`config.mk`:
```
export PLATFORM = sky130hd
export DESIGN_NAME = regfile_writeback
export DESIGN_NICKNAME = d
export VERILOG_FILES = /design/src/rtl/regfile_writeback.sv
export SDC_FILE = /design/constraint.sdc
export NUM_CORES = 1
export LEC_CHECK = 0
export CAP_MARGIN = 20
export CORE_UTILIZATION = 35
export CTS_CLUSTER_SIZE = 16
export DETAILED_ROUTE_END_ITERATION = 10
export GPL_TIMING_DRIVEN = 0
export PLACE_DENSITY_LB_ADDON = 0.08
export SLEW_MARGIN = 20
export SYNTH_ARGS = -nofsm -noshare
export SYNTH_HDL_FRONTEND = slang
export SYNTH_SLANG_ARGS = --single-unit
```
`constraint.sdc`:
```
create_clock -name clk -period 8.6 [get_ports clk]
set_clock_uncertainty 0.15 [all_clocks]
set_input_delay 1.72 -clock clk [delete_from_list [all_inputs] [get_ports clk]]
set_output_delay 1.72 -clock clk [all_outputs]
set_load 0.05 [all_outputs]
```
`src/rtl/regfile_writeback.sv`:
```
// Register-file writer: merges ALU and load results through a small FIFO
// and retires one register write per cycle, with a pending-destination lookup.
module regfile_writeback #(
  parameter int XLEN  = 32,
  parameter int DEPTH = 4,
  parameter int AW    = 5,
  localparam int PW   = $clog2(DEPTH),
  localparam int CW   = PW + 1
) (
  input  logic            clk,
  input  logic            rst,
  input  logic            alu_valid,
  output logic            alu_ready,
  input  logic [AW-1:0]   alu_rd,
  input  logic [XLEN-1:0] alu_data,
  input  logic            ld_valid,
  output logic            ld_ready,
  input  logic [AW-1:0]   ld_rd,
  input  logic [XLEN-1:0] ld_word,
  input  logic [2:0]      ld_funct3,
  input  logic [1:0]      ld_off,
  output logic            wr_en,
  output logic [AW-1:0]   wr_add,
  output logic [XLEN-1:0] wr_data,
  input  logic [AW-1:0]   chk_add,
  output logic            pending_hit,
  output logic [CW-1:0]   count,
  output logic            err
);

  function automatic logic ld_legal(input logic [2:0] f3);
    return (f3 == 3'b000) || (f3 == 3'b001) || (f3 == 3'b010) ||
           (f3 == 3'b100) || (f3 == 3'b101);
  endfunction

  function automatic logic [XLEN-1:0] ld_extract(input logic [XLEN-1:0] word,
                                                 input logic [2:0]      f3,
                                                 input logic [1:0]      off);
    logic [7:0]  b;
    logic [15:0] h;
    b = word[{off, 3'b000} +: 8];
    h = word[{off[1], 4'b0000} +: 16];
    case (f3)
      3'b000:  return {{(XLEN-8){b[7]}}, b};
      3'b001:  return {{(XLEN-16){h[15]}}, h};
      3'b010:  return word;
      3'b100:  return {{(XLEN-8){1'b0}}, b};
      3'b101:  return {{(XLEN-16){1'b0}}, h};
      default: return '0;
    endcase
  endfunction

  logic [AW-1:0]   mem_rd   [DEPTH];
  logic [XLEN-1:0] mem_data [DEPTH];
  logic [PW-1:0]   head, tail, idx;
  logic            not_full, ld_fire, alu_fire, push, pop, hit, legal;
  logic [AW-1:0]   push_rd;
  logic [XLEN-1:0] push_data;

  // Readies come from registered count only; a full FIFO never pushes through.
  assign not_full  = count < CW'(DEPTH);
  assign ld_ready  = rst && not_full;
  assign alu_ready = rst && not_full && !ld_valid;
  assign ld_fire   = ld_valid && ld_ready;
  assign alu_fire  = alu_valid && alu_ready;
  assign legal     = ld_legal(ld_funct3);
  assign push_rd   = ld_fire ? ld_rd : alu_rd;
  assign push_data = ld_fire ? ld_extract(ld_word, ld_funct3, ld_off) : alu_data;
  assign push      = (ld_fire && legal && (ld_rd != '0)) || (alu_fire && (alu_rd != '0));
  assign pop       = count != '0;

  always_ff @(posedge clk) begin
    if (push) begin
      mem_rd[tail]   <= push_rd;
      mem_data[tail] <= push_data;
    end
  end

  always_ff @(posedge clk) begin
    if (!rst) begin
      head    <= '0;
      tail    <= '0;
      count   <= '0;
      wr_en   <= 1'b0;
      wr_add  <= '0;
      wr_data <= '0;
      err     <= 1'b0;
    end else begin
      err <= ld_fire && !legal;
      if (push) tail <= tail + PW'(1);
      if (pop) begin
        head    <= head + PW'(1);
        wr_en   <= 1'b1;
        wr_add  <= mem_rd[head];
        wr_data <= mem_data[head];
      end else begin
        wr_en <= 1'b0;
      end
      count <= count + CW'(push) - CW'(pop);
    end
  end

  // Walk the occupied slots from head; the retiring write also counts as pending.
  always_comb begin
    hit = 1'b0;
    idx = '0;
    for (int i = 0; i < DEPTH; i++) begin
      idx = head + PW'(i);
      if ((CW'(i) < count) && (mem_rd[idx] == chk_add)) hit = 1'b1;
    end
  end

  assign pending_hit = (chk_add != '0) && (hit || (wr_en && (wr_add == chk_add)));

endmodule

```
=== Yosys cells after proc, flatten, opt, wreduce, memory -nomap -nowiden ===
Memories as Yosys holds them, arrays and structs flattened. A register that Yosys moved wholly into a read port is not among the register bits.
Cells that the tools add are included.
W data, S select, Z words.

* Reduce and logical (&&, ||, !) cells: 28
* Bitwise gates (word level): 0
* Div/mod/pow operators: 0
* $lt $le $gt $ge: 5
* Mux-type cells: 12
* Add/subtract/negate cells: 6
* Equality and inequality tests: 9
* Shift operators: 2
* Multiply operators: 0

{| class="wikitable"
|+ Operators with widths
! operator !! count
|-
| $pmux W32 S5 || 1
|-
| $mux W32 || 1
|-
| $shiftx A32 B6 Y16 || 1
|-
| $shiftx A32 B6 Y8 || 1
|-
| $eq A5 B5 Y1 || 5
|-
| $reduce_bool A5 Y1 || 3
|-
| $logic_and A1 B1 Y1 || 14
|-
| $mux W1 || 7
|-
| $eq A3 B3 Y1 const B || 2
|-
| $logic_or A1 B1 Y1 || 6
|-
| $lt A1 B3 Y1 const A || 2
|-
| $lt A2 B3 Y1 const A || 2
|-
| $mux W5 || 1
|-
| $add A2 B1 Y2 const B || 2
|-
| $add A2 B2 Y2 const B || 2
|-
| $mux W2 || 2
|-
| $add A3 B1 Y3 || 1
|-
| $eq A3 B1 Y1 const B || 1
|-
| $eq A3 B2 Y1 const B || 1
|-
| $logic_not A1 Y1 || 3
|-
| $logic_not A3 Y1 || 1
|-
| $lt A3 B3 Y1 const B || 1
|-
| $reduce_bool A3 Y1 || 1
|-
| $sub A3 B1 Y3 || 1
|}

* Bits in writable memories: 148
* Bits in latches: 0
* Logic and storage cells: 70
* Input bits: 88
* Register bits: 14
* Memories: 2
* Memory bits (read-only): 0

{| class="wikitable"
|+ Memory list
! name !! depth !! bits a word !! read ports !! clocked after Yosys merged registers in !! write ports !! RTL line !! source
|-
| mem_data || 4 || 32 || 1 || 1 || 1 || 54 || <nowiki>logic [XLEN-1:0] mem_data [DEPTH];</nowiki>
|-
| mem_rd || 4 || 5 || 4 || 1 || 1 || 53 || <nowiki>logic [AW-1:0] mem_rd [DEPTH];</nowiki>
|}

=== Depth between registers and ports, before layout ===
* Depth after elaboration: 10
* Depth in mapped cells: 12

=== Worst setup path before layout ===
OpenSTA, ideal clock, no wires.

* Kind: input-to-reg
* Start point: input port rst
* End point: memory mem_data[0][0], enable pin
* Path slack: 3.264 ns
* Stages on the path: 5
* Arrival: 4.788 ns
* Buffers on the path: 0
* Cell sequence: nor2b_1 nor2b_1 o211ai_1 o21ai_1 and2_1

* Word-level cells in the longest chain between the ends: 7
* Elaborated cells on any way between the ends: 10
* Classes of those cells: mux: 2; reduce/logical: 8

{| class="wikitable"
|+ RTL lines
! element !! RTL line !! source
|-
| start: declaration || 11 || <nowiki>input logic rst,</nowiki>
|-
| $logic_and A1 B1 Y1 (2 in a row) || 63 || <nowiki>assign alu_ready = rst && not_full && !ld_valid;</nowiki>
|-
| via alu_ready || 13 || <nowiki>output logic alu_ready,</nowiki>
|-
| $logic_and A1 B1 Y1 || 65 || <nowiki>assign alu_fire = alu_valid && alu_ready;</nowiki>
|-
| $logic_and A1 B1 Y1 || 69 || <nowiki>assign push = (ld_fire && legal && (ld_rd != '0)) || (alu_fire && (alu_rd != '0));</nowiki>
|-
| $logic_or A1 B1 Y1 || 69 ||
|-
| $mux W1 || 73 || <nowiki>if (push) begin</nowiki>
|-
| $mux W1 (implied by the code) || 75 || <nowiki>mem_data[tail] <= push_data;</nowiki>
|-
| end: declaration || 54 ||
|}

The timed path passes the listed nets, and every way through them passes these cells.

=== Worst setup path in the final report ===
* Start point: input port rst
* End point: output port alu_ready

* Word-level cells in the longest chain between the ends: 2

{| class="wikitable"
|+ RTL lines
! element !! RTL line
|-
| $logic_and A1 B1 Y1 (2 in a row) || 63
|-
| end: declaration || 13
|}

No other way between the ends.

==> qor.yml <==
outcome:
  outcome: "completed"
grt:
  grt_use_total_pct: 18.26
  grt_max_degree: 38
  antenna_found_initial: 0
  grt_pass1_vias: 6181
  grt_pass1_wl_um: 34650
  grt.overflow.total: 0
placement:
  portBuffers: 127
  dp.cells: 1083
  dpl-instance-area_sq_mm: 0.01049
  dp_hpwl_um: 16500
  place.gp.congestion: 0.8925
drt:
  routed.top_layer: "met4"
  wl_um: 22840
  drcViolationCount: 0
  vias: 5734
  wl_per_cell_um: 20.48
  viasPerCell: 5.143
  ant_nets: 0
  met2_length_um: 10950
  drtPass1Iterations: 5
  wl_met3_um: 1023
  drt-met1-wl_um: 10500
  dr.first_iter.drc_count: 384
die:
  dieHeight_um: 160.6
  core_sq_mm: 0.02453
  die_x_um: 160.6
  num_rows: 57
  dieArea_sq_mm: 0.02580
  start_util_pct: 35.89
  num_io_pins: 133
synth:
  ys_top_cells_by_area: "edfxtp_1, mux4_2, dfxtp_1"
  synth-seq-area-share_pct: 61.38
  yosysUniqueCellTypes: 40
  syn_inst: 632
  synth_area_sq_mm: 0.008806
  synth_top_area_share_pct: 50.47
  yosysTopAreaCell: "edfxtp_1"
  syn_area_per_cell_sq_um: 13.93
  yosysWarningCount: 0
  ys_seq_elements: 196
  syn_nets: 729
layout:
  diodes: 0
  fin_area_sq_mm: 0.01110
  drive_above_1_share_pct: 12.64
  area_growth_pct: 26.09
  fillers: 2227
  fin_cells: 1115
  fin_nets: 875
setup_path:
  worstPathCellList: "clkdlybuf4s50_1 > nor2b_1 > nor2b_1 > clkdlybuf4s50_1"
  crit_buf_inv: 2
  endpoint_kind: "primary output"
  worstPathMaxFanout: 4
  slowest_stage: "clkdlybuf4s50_1"
  critical_path_class: "primary input to primary output"
  worstPathRequired_ns: 6.73
  critPathTopFamily: "buffers and inverters"
  cp.arrival_ns: 3.78
  startpoint_type: "primary input"
  slowest_delay_ns: 0.84
job:
  cap_violations: 0
sta:
  slew_headroom_pct: 31.82
  finalSetupViolations: 0
  final_hold_viol_count: 0
  fmaxAchievable_ghz: 0.1768
  hold_slack_ns: 0.3135
  slew_violations: 0
  period_share_pct: 65.75
  worstMarginPinSlew_ns: 1.014
  tns_ns: 0
  grt_setup_unrepaired: "false"
  post-route-min-period_ns: 5.655
clock_network:
  clk_latency_ns: 0.43
  path_clk_slew_ns: 0.08
  cts.htree.levels: 4
  cts.path.max_buffers: 2
  cts_inserted_buffers: 17
  cts_tree: "built"
  hold_buffers: 0
  cts-root-buf: "clkbuf_16"
  post_cts_resized: 0
  cts_setup_buffers: 0
  cts_sinks: 196
power_and_ir_drop:
  power_density_mw_per_mm2: 305.5
  irDropWorstVdd_mv: 0.1417
  p_leak_nw: 3.713
min_path:
  hold_path_class: "flip-flop to flip-flop"
## layout make-up
| cell class | count | area, sq um | area share, % |
|---|---|---|---|
| Multi-Input combinational cell | 383 | 3176 | 28.60 |
| Buffer | 43 | 197.7 | 1.780 |
| Clock buffer | 17 | 425.4 | 3.831 |
| Clock inverter | 15 | 185.2 | 1.668 |
| Tap cell | 324 | 405.4 | 3.651 |
| Timing Repair Buffer | 127 | 1271 | 11.45 |
| Inverter | 10 | 37.54 | 0.3381 |
| Sequential cell | 196 | 5405 | 48.68 |
## cell families after synthesis
group	count (synthesis)	synth area share, %
mux	61	14.88
compound gates	122	8.966
flops	196	61.38
fa+ha+maj	9	1.364
xor+xnor	28	2.785
buf+inv	53	2.671
simple gates	163	7.957
## metrics by stage
stage / util (%) / power [mW] / setup slack [ns]
floorplan: - / 2.193 / 3.264
global placement: 42.73 / 2.631 / 2.255
detailed placement: 42.77 / 2.642 / 2.932
CTS: 45.26 / 3.434 / 2.920
global route: 45.26 / 3.571 / 2.848
finish: 45.26 / 3.392 / 2.945
## power breakdown
| group | internal, mW | total [mW] | switching, mW |
|---|---|---|---|
| Sequential | 1.16 | 1.25 | 0.0808 |
| Combinational | 0.545 | 1.35 | 0.806 |
| Clock | 0.395 | 0.796 | 0.401 |
| Total | 2.10 | 3.39 | 1.29 |
## tightest hold or removal path, delay by kind of cell, from the launching register on
family          cells  cell delay, ns
flops               1            0.31
compound gates      1            0.06
simple gates        1            0.05
## Yosys cell counts (all sizes together)
| library cell | instances |
|---|---|
| edfxtp | 148 |
| a311oi | 1 |
| o21ai | 36 |
| nand4 | 3 |
| buf | 14 |
| and2 | 9 |
| a221oi | 14 |
| xor2 | 12 |
| fa | 1 |
| o211ai | 1 |
| a21boi | 37 |
| nor4 | 2 |
| a211oi | 2 |
| mux4 | 53 |
| a21oi | 26 |
| nor2 | 8 |
| and3b | 3 |
| clkbuf | 29 |
| ha | 8 |
| a2111oi | 1 |
| o31ai | 1 |
| nand3 | 1 |
| nor2b | 6 |
| xnor2 | 16 |
| nand2 | 122 |
| nor3 | 3 |
| dfxtp | 48 |
| a31oi | 2 |
| nand2b | 3 |
| or4 | 3 |
| mux2 | 5 |
| o21bai | 1 |
| mux2i | 3 |
| inv | 10 |
## layer usage
| layer | vias to the layer above | global-route usage, % |
|---|---|---|
| li1 | 2676 | - |
| met1 | 2876 | 24.13 |
| met2 | 158 | 30.03 |
| met3 | 24 | 3.745 |
| met4 | 0 | 5.974 |
| met5 | - | 0 |
## worst paths after layout
check	cells past startpoint	start	endpoint	slack, ns
setup / recovery	4	rst	alu_ready	2.95
hold reg to reg	2	wr_data[30]	wr_data[30]	0.31
hold / removal	2	wr_data[30]	wr_data[30]	0.31
setup reg to reg	11	count[2]	count[2]	5.06
## sequential cells by signal, summed over array words and instances (netlist names), named ones only
signal    cells
wr_data      32
count         3
err           1
wr_en         1
mem_rd       20
mem_data    128
wr_add        5
tail          2
head          2
## layout by cell type (no fill, tap or decap), types with 7 or more instances in the layout
cell type / Yosys / routed
clkbuf_1: 29 / 29
clkinv_8: 0 / 7
dfxtp_1: 48 / 48
a221oi_1: 14 / 14
mux4_1: 8 / 8
mux4_2: 45 / 45
ha_1: 8 / 8
o21ai_0: 33 / 33
nor2_1: 8 / 8
a21oi_1: 26 / 26
edfxtp_1: 148 / 148
inv_1: 10 / 10
xor2_1: 12 / 12
clkdlybuf4s50_1: 0 / 127
nand2_1: 122 / 122
xnor2_1: 16 / 16
a21boi_0: 37 / 37
clkbuf_16: 0 / 17
Note: power is estimated with default switching activity, not from simulation.
